[src/rtl/modbus_frame_check_if.sv]
// Receive-side frame bus between a Modbus RTU byte assembler and modbus_frame_check.
// Carries the completed 7-byte frame in, and the check verdict, latched fields and FSM state out.
interface modbus_frame_check_if;
  // RX_Done_Sig is a valid-only pulse: there is no ready. RX_Data must be stable while it
  // is high. A frame offered while Busy_Sig=1 is dropped and reported as an overrun.
  logic [55:0] RX_Data;
  logic        RX_Done_Sig;
  logic        Busy_Sig;
  logic        Frame_Valid_Sig;
  logic        Frame_Err_Sig;
  logic [1:0]  Err_Code;
  logic [7:0]  Func_Code;
  logic [23:0] Payload;
  logic [1:0]  dbg_state;

  modport master (
    output RX_Data, RX_Done_Sig,
    input  Busy_Sig, Frame_Valid_Sig, Frame_Err_Sig, Err_Code, Func_Code, Payload, dbg_state
  );

  modport slave (
    input  RX_Data, RX_Done_Sig,
    output Busy_Sig, Frame_Valid_Sig, Frame_Err_Sig, Err_Code, Func_Code, Payload, dbg_state
  );
endinterface

[src/rtl/modbus_frame_check.sv]
// Modbus RTU frame checker: bit-serial CRC-16 (poly 0xA001) over bytes 0-4 plus address match.
// Optional macro MB_BCAST_EN lets broadcast address 8'h00 pass the address check.
module modbus_frame_check #(
    parameter logic [7:0] DEV_ADDR = 8'h01
) (
    input logic            CLK,
    input logic            RSTn,
    modbus_frame_check_if.slave bus
);

    typedef enum logic [1:0] {IDLE, XOR, SHIFT, CHECK} state_t;

    state_t      state_q, state_n;
    logic [55:0] frame_q, frame_n;
    logic [15:0] crc_q, crc_n;
    logic [2:0]  idx_q, idx_n;
    logic [2:0]  bit_q, bit_n;
    logic        busy_q, busy_n;
    logic        valid_q, valid_n;
    logic        err_q, err_n;
    logic [1:0]  code_q, code_n;
    logic [7:0]  func_q, func_n;
    logic [23:0] pay_q, pay_n;
    logic        ovr_q, ovr_n;

    logic [7:0]  cur_byte;
    logic        crc_ok;
    logic        addr_ok;

    always_comb begin
        case (idx_q)
            3'd0:    cur_byte = frame_q[7:0];
            3'd1:    cur_byte = frame_q[15:8];
            3'd2:    cur_byte = frame_q[23:16];
            3'd3:    cur_byte = frame_q[31:24];
            default: cur_byte = frame_q[39:32];
        endcase
    end

    // The CRC is sent low byte first, so the received word is {high, low}.
    assign crc_ok = (crc_q == {frame_q[55:48], frame_q[47:40]});

`ifdef MB_BCAST_EN
    assign addr_ok = (frame_q[7:0] == DEV_ADDR) || (frame_q[7:0] == 8'h00);
`else
    assign addr_ok = (frame_q[7:0] == DEV_ADDR);
`endif

    always_comb begin
        state_n = state_q;
        frame_n = frame_q;
        crc_n   = crc_q;
        idx_n   = idx_q;
        bit_n   = bit_q;
        busy_n  = busy_q;
        valid_n = 1'b0;
        err_n   = 1'b0;
        code_n  = code_q;
        func_n  = func_q;
        pay_n   = pay_q;
        ovr_n   = ovr_q;

        case (state_q)
            IDLE: begin
                if (bus.RX_Done_Sig) begin
                    frame_n = bus.RX_Data;
                    crc_n   = 16'hFFFF;
                    idx_n   = 3'd0;
                    busy_n  = 1'b1;
                    state_n = XOR;
                end
            end
            XOR: begin
                crc_n   = crc_q ^ {8'h00, cur_byte};
                bit_n   = 3'd0;
                state_n = SHIFT;
            end
            SHIFT: begin
                crc_n = (crc_q >> 1) ^ (crc_q[0] ? 16'hA001 : 16'h0000);
                bit_n = bit_q + 3'd1;
                if (bit_q == 3'd7) begin
                    if (idx_q == 3'd4) begin
                        state_n = CHECK;
                    end else begin
                        idx_n   = idx_q + 3'd1;
                        state_n = XOR;
                    end
                end
            end
            CHECK: begin
                busy_n  = 1'b0;
                state_n = IDLE;
                if (!crc_ok) begin
                    err_n  = 1'b1;
                    code_n = 2'b01;
                end else if (!addr_ok) begin
                    err_n  = 1'b1;
                    code_n = 2'b10;
                end else begin
                    valid_n = 1'b1;
                    code_n  = 2'b00;
                    func_n  = frame_q[15:8];
                    pay_n   = frame_q[39:16];
                end
            end
            default: state_n = IDLE;
        endcase

        // A pending overrun yields to the CHECK verdict and goes out one cycle later.
        if (ovr_q && (state_q != CHECK)) begin
            err_n  = 1'b1;
            code_n = 2'b11;
            ovr_n  = 1'b0;
        end
        if (bus.RX_Done_Sig && (state_q != IDLE)) begin
            ovr_n = 1'b1;
        end
    end

    always_ff @(posedge CLK or negedge RSTn) begin
        if (!RSTn) begin
            state_q <= IDLE;
            frame_q <= 56'h0;
            crc_q   <= 16'hFFFF;
            idx_q   <= 3'd0;
            bit_q   <= 3'd0;
            busy_q  <= 1'b0;
            valid_q <= 1'b0;
            err_q   <= 1'b0;
            code_q  <= 2'b00;
            func_q  <= 8'h00;
            pay_q   <= 24'h0;
            ovr_q   <= 1'b0;
        end else begin
            state_q <= state_n;
            frame_q <= frame_n;
            crc_q   <= crc_n;
            idx_q   <= idx_n;
            bit_q   <= bit_n;
            busy_q  <= busy_n;
            valid_q <= valid_n;
            err_q   <= err_n;
            code_q  <= code_n;
            func_q  <= func_n;
            pay_q   <= pay_n;
            ovr_q   <= ovr_n;
        end
    end

    assign bus.Busy_Sig        = busy_q;
    assign bus.Frame_Valid_Sig = valid_q;
    assign bus.Frame_Err_Sig   = err_q;
    assign bus.Err_Code        = code_q;
    assign bus.Func_Code       = func_q;
    assign bus.Payload         = pay_q;
    assign bus.dbg_state       = state_q;

endmodule

[src/flat_wrapper.sv]
// flat-port wrapper written by rule: the top's interface ports become plain ports
module modbus_frame_check_flat 
#(
    parameter logic [7:0] DEV_ADDR = 8'h01
)
  (CLK, RSTn, bus_RX_Data, bus_RX_Done_Sig, bus_Busy_Sig, bus_Frame_Valid_Sig, bus_Frame_Err_Sig, bus_Err_Code, bus_Func_Code, bus_Payload, bus_dbg_state);
  modbus_frame_check_if bus_i ();
  input logic CLK;
  input logic RSTn;
  input wire logic [$bits(bus_i.RX_Data)-1:0] bus_RX_Data;
  input wire logic [$bits(bus_i.RX_Done_Sig)-1:0] bus_RX_Done_Sig;
  output wire logic [$bits(bus_i.Busy_Sig)-1:0] bus_Busy_Sig;
  output wire logic [$bits(bus_i.Frame_Valid_Sig)-1:0] bus_Frame_Valid_Sig;
  output wire logic [$bits(bus_i.Frame_Err_Sig)-1:0] bus_Frame_Err_Sig;
  output wire logic [$bits(bus_i.Err_Code)-1:0] bus_Err_Code;
  output wire logic [$bits(bus_i.Func_Code)-1:0] bus_Func_Code;
  output wire logic [$bits(bus_i.Payload)-1:0] bus_Payload;
  output wire logic [$bits(bus_i.dbg_state)-1:0] bus_dbg_state;
  assign bus_i.RX_Data = bus_RX_Data;
  assign bus_i.RX_Done_Sig = bus_RX_Done_Sig;
  assign bus_Busy_Sig = bus_i.Busy_Sig;
  assign bus_Frame_Valid_Sig = bus_i.Frame_Valid_Sig;
  assign bus_Frame_Err_Sig = bus_i.Frame_Err_Sig;
  assign bus_Err_Code = bus_i.Err_Code;
  assign bus_Func_Code = bus_i.Func_Code;
  assign bus_Payload = bus_i.Payload;
  assign bus_dbg_state = bus_i.dbg_state;
  modbus_frame_check #(.DEV_ADDR(DEV_ADDR)) u_core (.CLK(CLK), .RSTn(RSTn), .bus(bus_i));
endmodule
[config.mk]
export PLATFORM = sky130hd
export DESIGN_NAME = modbus_frame_check_flat
export DESIGN_NICKNAME = d
export VERILOG_FILES = /design/src/rtl/modbus_frame_check_if.sv /design/src/rtl/modbus_frame_check.sv /design/src/flat_wrapper.sv
export SDC_FILE = /design/constraint.sdc
export NUM_CORES = 1
export LEC_CHECK = 0
export ABC_AREA = 0
export ABC_CLOCK_PERIOD_IN_PS = 2050
export CAP_MARGIN = 20
export CORE_MARGIN = 10
export CORE_UTILIZATION = 45
export CTS_CLUSTER_DIAMETER = 120
export CTS_CLUSTER_SIZE = 10
export DETAILED_ROUTE_END_ITERATION = 16
export PLACE_DENSITY = 0.73
export SLEW_MARGIN = 20
export SYNTH_ARGS = -nofsm -noshare
export SYNTH_HDL_FRONTEND = slang
export SYNTH_SLANG_ARGS = --single-unit
[constraint.sdc]
create_clock -name CLK -period 2.05 [get_ports CLK]
set_input_delay 0.205 -clock CLK [delete_from_list [all_inputs] [get_ports CLK]]
set_output_delay 0.205 -clock CLK [all_outputs]
set_load 0.1 [all_outputs]
### Yosys cells after proc, flatten, opt, wreduce, memory -nomap -nowiden

Cells that the tools add are included.

* bits of input ports: 59
* bits in registers: 118

* reductions and logical operators: 17
* eq/ne operators: 14
* bitwise operators: 2
* add/sub/neg operators: 2
* muxes and demuxes: 28

Operators with widths (count)
* one-hot mux 16 bit (3 select lines): 1
* two-way mux 16 bit: 2
* one-hot mux 8 bit (4 select lines): 1
* equality test 16 bit: 1
* XOR 15 x 16 -> 16 bit: 1
* XOR 16 x 8 -> 16 bit: 1
* two-way mux 2 bit: 7
* one-hot mux 3 bit (2 select lines): 2
* nonzero test 2 bit: 6
* two-way mux 1 bit: 10
* two-way mux 3 bit: 3
* equality test 8 x 1 -> 1 bit (second input constant): 1
* one-hot mux 2 bit (4 select lines): 1
* AND reduction 2 bit: 4
* adder 3 x 1 -> 3 bit (second input constant): 2
* equality test 3 x 2 -> 1 bit (second input constant): 2
* equality test 3 bit (second input constant): 2
* inequality test 2 bit (second input constant): 3
* equality test 2 bit (second input constant): 2
* AND reduction 4 bit: 1
* equality test 3 x 1 -> 1 bit (second input constant): 1
* logical NOT 3 bit: 1
* AND reduction 3 bit: 1
* nonzero test 3 bit: 1
* 5 further kinds: 6

### Logic depth before layout (Yosys ltp)

Gate-level depths: netlist of the first run.

* depth after elaboration: 5
* depth in mapped cells: 10

### Least setup slack after synthesis of the first run

OpenSTA, ideal clock, no wires.

* kind: reg2reg
* start point: reg u_core.state_q[0] (netlist: u_core.bus.dbg_state[0])
* end point: reg u_core.crc_q[5]
* setup time: 0.083 ns
* buffers on the path: 3
* cell stages (with the launch flop): 9
* arrival: 2.574 ns
* setup slack: -0.607 ns
* cell sequence: dfrtp_1 -> inv_1 -> ha_1 -> and2b_1 -> or2_1 -> buf_2 -> buf_2 -> buf_2 -> a221o_1

* longest elaborated chain between the ends: 3
* elaborated cells between the ends (all ways): 7

RTL lines
* start, declared: RTL line modbus_frame_check.sv:13 `state_t state_q, state_n;`
* start signal, assigned: RTL line modbus_frame_check.sv:135 `state_q <= state_n;`
* equality test 2 x 1 -> 1 bit (tied with other cells): RTL line modbus_frame_check.sv:63 `case (state_q)`
* nonzero test 3 bit (no line) or inequality test 2 bit (tied branches)
* AND reduction 2 bit (no line)
* end signal, assigned: RTL line modbus_frame_check.sv:137 `crc_q <= crc_n;`
* end, declared: RTL line modbus_frame_check.sv:15 `logic [15:0] crc_q, crc_n;`

Parallel ways exist; a longest one is shown, timed or not.
A chain may end at the register's enable or synchronous reset.

### Worst setup path in the final report of the first run

* start point: reg u_core.idx_q[0]
* end point: reg u_core.crc_q[6]

* longest elaborated chain between the ends: 4
* elaborated cells between the ends (all ways): 7

RTL lines
* start, declared: RTL line modbus_frame_check.sv:16 `logic [2:0] idx_q, idx_n;`
* start signal, assigned: RTL line modbus_frame_check.sv:138 `idx_q <= idx_n;`
* equality test 3 x 2 -> 1 bit (tied with other cells): RTL line modbus_frame_check.sv:31 `case (idx_q)`
* one-hot mux 8 bit (4 select lines) (*): RTL line modbus_frame_check.sv:31
* XOR 16 x 8 -> 16 bit (*): RTL line modbus_frame_check.sv:74 `crc_n = crc_q ^ {8'h00, cur_byte};`
* one-hot mux 16 bit (3 select lines) (*): RTL line modbus_frame_check.sv:63

Every way passes the cells marked *; elsewhere a longest branch is shown, timed or not.

==> metrics.cfg, run 1 <==
[synthesis]
ys_types = 47
ys_ff_latch = 118
ys_warn_count = 0
syn-num-nets = 488
synth_xor_area_frac = 0.0287
synth_ff_type = dfrtp_1
synth_largest_area_cell = dfrtp_1
synth_top_area_frac = 0.465
synth_area_um2 = 5490
synth-adder-area-share = 0.0251
synth_cells = 418
async_reset_ff_frac = 1.00
synth_edf_count = 0
synth-simple-area-share = 0.0593
synth_top_family_by_area = multiplexers
syn_avg_cell_area_um2 = 13.1
synth_compound_area_frac = 0.0834
synthTopCellsByArea = dfrtp_1 (47%), mux2_2 (14%), mux2_4 (7.9%)
seq_area_frac_synth = 0.542
synth.area.mux_share = 0.226

[critical_path]
crit_path_max_fanout = 9
arrival_ns = 2.49
cp_top_family = compound AO/OA/AOI/OAI gates
crit_required_ns = 2.38
critPathKind = reg -> reg
start_kind = flop
crit_path_end_kind = flop
path_cells = buf_4 -> ha_4 -> a222oi_1 -> o21ai_1 -> mux2i_1 -> mux2_2 -> a221o_1
slowest_stage = a222oi_1
max_stage_delay_ns = 0.41
worst-path-buf-inv = 1

[global_route]
grt_overflow_total = 0
track_usage = 0.159
antenna_found_initial = 0
grt_pass1_vias = 3941
grt_pass1_wl_mm = 21.0
grt_start_max_net_pins = 46

[timing]
hold_violations = 0
holdWs_ns = 0.259
finalCritPeriodShare = 1.05
fin_ws_ns = -0.103
min_period_ns = 2.15
finClkSkew_ns = 0.0100
worst_pin_slew_ns = 0.473
setup-tns-final_ns = -1.50
relSlewSlack = 0.681
setup_viol = 37
grt_setup_unrepaired = yes
slew_viol_final = 0
fmax_mhz = 464

[clock_network]
cts_max_level = 4
cts_buffers = 17
clock-sinks = 118
clk_path_buf_depth = 2
cts_tree = done
path_clk_slew_ns = 0.06
clk_latency_ns = 0.41
cts_root_buf = clkbuf_16

[layout]
final_cell_mix = dfrtp_1 (100), mux2_2 (66), buf_4 (63)
instances_no_fill = 705
final_nets = 615
fin_area_um2 = 7500
diodes = 0
regArea_um2 = 2980
area_growth_syn_to_layout_pct = 36.6
fill_cells = 907
drive_gt1_frac = 0.423
final_common_cell = dfrtp_1
multi_input_area_um2 = 2430

[floorplan]
die_w_um = 130
core_um2 = 12000
rows = 40
io_pins = 98
initial_core_util = 0.459
dieArea_um2 = 17000
die_y_um = 130

[power]
powerDensity_nw_per_um2 = 927
p_leak_uw = 0.00352
vdd_drop_max_uv = 509

[placement]
io_buffers = 97
hpwl_mm = 9.56
gp_congestion = 0.909
place_inst = 664
placed_cell_area_um2 = 6690

[route]
drt-total-wl_mm = 13.8
firstDrtPassIters = 5
vias_per_cell = 5.31
drc_errors = 0
drt_iter0_drc = 382
postRouteAntennaNets = 0
vias = 3744
wl_per_cell_um = 19.5

[run_status]
violations = setup timing
outcome = finished, violations left

[run]
cap_violations = 0

[worst_hold_path]
hold_path_class = in -> async

-- where the power goes --
| part | internal, µW | switching, µW | leakage, µW |
|---|---|---|---|
| clock network | 1970 | 1070 | 0.000296 |
| logic | 595 | 565 | 0.00174 |
| registers | 2560 | 185 | 0.00149 |
| total | 5120 | 1820 | 0.00352 |
-- layout make-up --
cell class	count	share of cell area
Tap cell	147	0.0245
Timing Repair Buffer	131	0.164
Inverter	17	0.00918
Clock inverter	12	0.0202
Clock buffer	20	0.0609
Multi-Input combinational cell	260	0.324
Sequential cell	118	0.397
-- registers in the layout (all words and copies together), names as in the netlist --
register / flops
u_core.bit_q: 3
u_core.bus.Busy_Sig: 1
u_core.bus.Err_Code: 2
u_core.bus.Frame_Err_Sig: 1
u_core.bus.Frame_Valid_Sig: 1
u_core.bus.Func_Code: 8
u_core.bus.Payload: 24
u_core.bus.dbg_state: 2
u_core.crc_q: 16
u_core.frame_q: 56
u_core.idx_q: 3
u_core.ovr_q: 1
-- synthesized netlist by cell type, types with 2 or more instances --
master	number
ha_1	11
nand3_1	5
buf_2	7
nor2_1	17
nor3_1	2
dfrtp_1	102
o21ai_0	27
nand2_1	25
xnor2_1	10
nand4_1	2
xor2_1	8
a222oi_1	8
and2_1	2
mux2i_1	6
mux2_2	66
buf_4	3
a31oi_1	3
dfstp_2	16
buf_6	3
a21oi_1	10
clkbuf_1	10
a221o_1	6
mux2_4	29
inv_1	17
-- final timing paths --
| path | startpoint | endpoint | slack (ns) | cells after the start |
|---|---|---|---|---|
| worst max-delay path | u_core.idx_q[0] | u_core.crc_q[6] | -0.10 | 7 |
| worst min-delay path | RSTn | u_core.bus.Payload[7] | 0.26 | 2 |
| worst max register to register | u_core.idx_q[0] | u_core.crc_q[6] | -0.10 | 7 |
| worst min register to register | u_core.bus.Err_Code[0] | u_core.bus.Err_Code[0] | 0.49 | 1 |
| max in group asynchronous | RSTn | u_core.crc_q[9] | 1.08 | 3 |
| min in group CLK | bus_RX_Data[28] | u_core.frame_q[28] | 0.41 | 2 |
-- layer usage --
layer / GRT usage / part of all wire
met4: 0.0549 / 0.014
met5: 0 / 0
met1: 0.194 / 0.43
met2: 0.269 / 0.50
met3: 0.0423 / 0.062
-- cell families after synthesis --
| kind of cell | after synthesis |
|---|---|
| buffers and inverters | 41 |
| AND/OR/NAND/NOR | 63 |
| AO/OA/AOI/OAI | 66 |
| multiplexers | 101 |
| XOR/XNOR | 18 |
| adder cells (fa/ha/maj) | 11 |
| flip-flops | 118 |
-- repair_timing --
action                                  CTS  global route
endpoints found under the hold margin    14             0
gates cloned                              1             3
hold buffers                              1             0
setup buffers                             1             3
endpoints found under the setup margin    7            41
resized for setup                        12             9
pin swaps                                 2             6
-- through the flow --
stage / worst slack, ns / util / total power, µW
CTS: -0.0241 / 0.616 / 6940
finish: -0.103 / 0.627 / 6950
global route: -0.179 / 0.627 / 7220
global placement: -0.0540 / 0.560 / 3850
detailed placement: -0.146 / 0.560 / 3880
floorplan: -0.0351 / - / 3460
(Power assumes the default switching activity.)
==> run 2, diff against run 1 <==
--- a/config.mk
+++ b/config.mk
@@ -8,8 +8,8 @@
 export ABC_AREA = 0
 export ABC_CLOCK_PERIOD_IN_PS = 2050
 export CAP_MARGIN = 20
-export CORE_MARGIN = 10
 export CORE_UTILIZATION = 45
+export CTS_BUF_LIST = sky130_fd_sc_hd__clkbuf_4
 export CTS_CLUSTER_DIAMETER = 120
 export CTS_CLUSTER_SIZE = 10
 export DETAILED_ROUTE_END_ITERATION = 16
==> run 2 against run 1 <==
  * The run still ends with setup timing left
  * Final area decreased by 5.4%
  * Hold slack got worse by 0.11 ns
  * Sequential cell count unchanged
  * Sequential power about the same
  * Routed wire length shrank 13%
  * Sequential share of layout area increased by 2.3 points
==> metrics.cfg, run 2 (synthesis gave the netlist of run 1 again) <==
[layout]
diodes = 0
regMostFlops = u_core.frame_q
area_growth_syn_to_layout_pct = 29.2
largest_reg_flops = 56
fill_cells = 922
final_nets = 611
final_common_cell = dfrtp_1
drive_gt1_frac = 0.416
final_cell_mix = dfrtp_1 (100), mux2_2 (65), buf_4 (63)

[floorplan]
core_um2 = 11700
die_y_um = 112
die_w_um = 112
rows = 39
dieArea_um2 = 12600
io_pins = 98
initial_core_util = 0.471

[run_status]
outcome = finished, violations left
violations = setup timing

[critical_path]
crit_path_max_fanout = 8
rr_startpoint = u_core.idx_q[1]
reg2reg_depth = 8
start_kind = flop
crit_path_end_kind = flop
critPathKind = reg -> reg
arrival_ns = 2.61
r2r_end = u_core.crc_q[1]
rrSetupSlack_ns = -0.11
crit_required_ns = 2.51

[global_route]
grt_overflow_total = 0
grt_start_max_net_pins = 57
grt_pass1_vias = 3711
grt_pass1_wl_mm = 19.0
antenna_found_initial = 0
track_usage = 0.198

[clock_network]
cts_buffers = 17
clock-sinks = 118
clk_path_buf_depth = 2
cts_root_buf = clkbuf_4
cts_tree = done
cts_max_level = 4
path_clk_slew_ns = 0.12
clk_latency_ns = 0.54

[timing]
min_period_ns = 2.16
fmax_mhz = 463
relSlewSlack = 0.695
finClkSkew_ns = 0.0296
grt_setup_unrepaired = yes
worst_pin_slew_ns = 0.458
finalCritPeriodShare = 1.05
holdWs_ns = 0.152
fin_ws_ns = -0.108
slew_viol_final = 0
setup_viol = 7
hold_violations = 0

[power]
swShare = 0.296
p_leak_uw = 0.00332
p_comb_frac = 0.207
design_power_total_uw = 5490
p_seq_frac = 0.497
powerDensity_nw_per_um2 = 774
p_int_uw = 3860
clkPwrFrac = 0.296
power.switching_uw = 1630
vdd_drop_max_uv = 449

[route]
wl_per_cell_um = 17.2
vias = 3727
firstDrtPassIters = 6
drt-total-wl_mm = 12.0
drt_iter0_drc = 283
drc_errors = 0
vias_per_cell = 5.35
postRouteAntennaNets = 0

[placement]
hpwl_mm = 8.48
gp_congestion = 0.880
io_buffers = 97

[worst_hold_path]
hold_path_class = in -> async

[run]
cap_violations = 0

run 2: worst max path at each step:
stage	start	end	slack [ns]
after floorplan	u_core.bus.dbg_state[1]	u_core.frame_q[10]	-0.04
after global placement	u_core.idx_q[1]	u_core.crc_q[1]	-0.05
after detailed placement	u_core.idx_q[1]	u_core.crc_q[1]	-0.16
after CTS	u_core.idx_q[0]	u_core.crc_q[1]	-0.05
after global routing	u_core.idx_q[0]	u_core.crc_q[2]	-0.16
final	u_core.idx_q[1]	u_core.crc_q[1]	-0.11
run 2: power by group through the flow:
stage	clock network [µW]	logic [µW]	registers, µW
after detailed placement	0	1110	2770
after global placement	0	1070	2760
after CTS	1670	1130	2730
after floorplan	0	681	2780
after global routing	1770	1230	2750
final	1620	1130	2730
run 2: worst max-delay path: stages, from the launching register on:
cell	delay, ns
dfrtp_1	0.43
inv_2	0.12
ha_4	0.18
buf_6	0.12
nor3_4	0.05
o21bai_4	0.28
mux2i_1	0.26
mux2_2	0.35
a221o_1	0.30
run 2: routing by layer:
metal,global-route usage,share of wire,vias up,wire length (µm)
met5,0,0,-,0
met4,0.0747,0.020,0,242
met3,0.0670,0.066,20,794
met2,0.321,0.47,138,5630
met1,0.247,0.44,1829,5290
li1,-,-,1740,-
run 2: layout make-up:
class,count,area (µm²),area share
repair buffers,128,1180,0.166
clock buffers,18,135,0.0191
flip-flops and latches,118,2980,0.420
clock inverters,13,136,0.0192
multi-input cells,259,2420,0.341
well taps,143,179,0.0252
inverters,17,68.8,0.00970
run 2: per-stage QoR:
stage	utilization	instance area, µm²	setup WS [ns]	setup TNS (ns)	instances
6_report	0.608	7090	-0.108	-0.561	696
5_1_grt	0.608	7090	-0.164	-1.48	696
4_1_cts	0.603	7030	-0.0462	-0.165	692
3_5_place_dp	0.573	6680	-0.164	-0.881	657
3_3_place_gp	0.573	6680	-0.0470	-0.178	657
2_1_floorplan	-	5560	-0.0351	-1.09	418
run 2: repair_timing:
item,CTS,global route
hold buffers,1,0
endpoints found under the hold margin,80,0
resized for setup,13,12
setup buffers,3,4
setup endpoints to repair,7,40
pin swaps,2,5
==> run 3, diff against run 2 <==
--- a/config.mk
+++ b/config.mk
@@ -6,14 +6,14 @@
 export NUM_CORES = 1
 export LEC_CHECK = 0
 export ABC_AREA = 0
-export ABC_CLOCK_PERIOD_IN_PS = 2050
+export ABC_CLOCK_PERIOD_IN_PS = 2000
 export CAP_MARGIN = 20
 export CORE_UTILIZATION = 45
 export CTS_BUF_LIST = sky130_fd_sc_hd__clkbuf_4
 export CTS_CLUSTER_DIAMETER = 120
 export CTS_CLUSTER_SIZE = 10
 export DETAILED_ROUTE_END_ITERATION = 16
-export PLACE_DENSITY = 0.73
+export PLACE_DENSITY = 0.7
 export SLEW_MARGIN = 20
 export SYNTH_ARGS = -nofsm -noshare
 export SYNTH_HDL_FRONTEND = slang
==> constraint.sdc (replaced) <==
create_clock -name CLK -period 2 [get_ports CLK]
set_input_delay 0.2 -clock CLK [delete_from_list [all_inputs] [get_ports CLK]]
set_output_delay 0.2 -clock CLK [all_outputs]
set_load 0.1 [all_outputs]
==> run 3 against run 2 <==
  * Sequential share of layout area shrank 0.47 points
  * First-iteration DRC count grew 0.71%
  * Total power grew 7.8%
  * Critical path type unchanged
  * The flow still finishes with violations (setup timing)
  * Clock power grew 20%
==> metrics.cfg, run 3 (synthesis gave the netlist of run 1 again) <==
[timing]
fmax_mhz = 475
slew_viol_final = 0
finClkSkew_ns = 0.0228
relSlewSlack = 0.589
setup_viol = 32
hold_violations = 0
fin_ws_ns = -0.103
grt_setup_unrepaired = yes
finalCritPeriodShare = 1.05
min_period_ns = 2.10
worst_pin_slew_ns = 0.617

[clock_network]
cts_buffers = 17
path_clk_slew_ns = 0.12
clock-sinks = 118
clk_path_buf_depth = 2
cts_root_buf = clkbuf_4
clk_latency_ns = 0.51
cts_tree = done
cts_max_level = 4

[critical_path]
r2r_end = u_core.crc_q[2]
crit_path_max_fanout = 9
path_depth = 7
reg2reg_depth = 7
worst-path-buf-inv = 1
start_kind = flop
rrSetupSlack_ns = -0.10
slowest_stage = dfrtp_1
critPathKind = reg -> reg
cp_top_family = compound AO/OA/AOI/OAI gates
path_cells = buf_6 -> ha_4 -> a222oi_1 -> o21ai_1 -> mux2i_1 -> mux2_2 -> a221o_1
crit_path_end_kind = flop
arrival_ns = 2.55
max_stage_delay_ns = 0.42
crit_required_ns = 2.45
worstSetupEndpoint = u_core.crc_q[2]
rr_startpoint = u_core.idx_q[0]
critPathLaunch = u_core.idx_q[0]

[floorplan]
core_um2 = 11700
dieArea_um2 = 12600
io_pins = 98
die_w_um = 112
initial_core_util = 0.471
rows = 39
die_y_um = 112

[placement]
placed_cell_area_um2 = 6710
io_buffers = 97
gp_congestion = 0.887
hpwl_mm = 8.25

[route]
wl_met2_mm = 5.76
drt-met1-wl_mm = 5.18
vias_per_cell = 5.30
firstDrtPassIters = 7
vias = 3708
drc_errors = 0
postRouteAntennaNets = 0
wl_per_cell_um = 16.7
drt-total-wl_mm = 11.6
met3_length_um = 575
topRoutingLayerUsed = met4
drt_iter0_drc = 285

[power]
design_power_total_uw = 5920
p_leak_uw = 0.00337
vdd_drop_max_uv = 386
powerDensity_nw_per_um2 = 825

[layout]
multi_input_area_um2 = 2440
largest_reg_flops = 56
final_cell_mix = dfrtp_1 (100), mux2_2 (66), buf_4 (64)
area_growth_syn_to_layout_pct = 30.7
fill_cells = 931
regArea_um2 = 2980
diodes = 0
fin_area_um2 = 7170
final_nets = 613
regMostFlops = u_core.frame_q
final_common_cell = dfrtp_1
fin_util = 0.615
drive_gt1_frac = 0.424

[global_route]
grt_pass1_vias = 3885
track_usage = 0.203
grt_overflow_total = 0
antenna_found_initial = 0
grt_start_max_net_pins = 119
grt_pass1_wl_mm = 19.6

[run]
cap_violations = 0

[run_status]
violations = setup timing
outcome = finished, violations left

[worst_hold_path]
hold_path_startpoint = bus_RX_Data[41]
hold_path_class = in -> reg

[run 3: layout make-up]
class                           instances  area share
Tap cell                              143      0.0249
Clock inverter                         15      0.0283
Timing Repair Buffer                  129       0.164
Clock buffer                           17      0.0178
Multi-Input combinational cell        260       0.340
Inverter                               17     0.00960
Sequential cell                       118       0.416
[run 3: what timing repair did]
action,in CTS,in global routing
pin swaps,6,4
endpoints found under the hold margin,102,0
resized for setup,17,7
hold buffers,1,0
setup endpoints to repair,39,39
setup buffers,3,0
cloned,1,0
[run 3: power by group]
| part | internal [µW] | switching (µW) |
|---|---|---|
| registers | 2610 | 179 |
| logic | 614 | 562 |
| clock network | 1000 | 945 |
[run 3: worst min-delay path by stage]
stage | end | slack [ns] | cells past startpoint
3_5_place_dp | u_core.bus.Payload[7] | 0.34 | 2
2_1_floorplan | u_core.bit_q[0] | -0.1 | 0
4_1_cts | u_core.frame_q[41] | 0.22 | 2
3_3_place_gp | u_core.bus.Payload[11] | 0.34 | 2
6_report | u_core.frame_q[41] | 0.29 | 2
5_1_grt | u_core.frame_q[46] | 0.23 | 2
[run 3: layer usage]
metal  up-vias  track usage
li1       1752            -
met3         8       0.0556
met1      1846        0.263
met4         0       0.0684
met5         -            0
met2       102        0.331
[run 3: per-stage QoR]
stage	std cells	setup WS, ns	hold WS (ns)	setup TNS, ns
after floorplan	418	-0.0851	-0.0956	-2.81
after CTS	699	-0.102	0.224	-1.56
after global routing	699	-0.199	0.230	-3.64
after global placement	662	-0.109	0.343	-0.721
after detailed placement	662	-0.196	0.341	-1.63
final	699	-0.103	0.290	-0.868
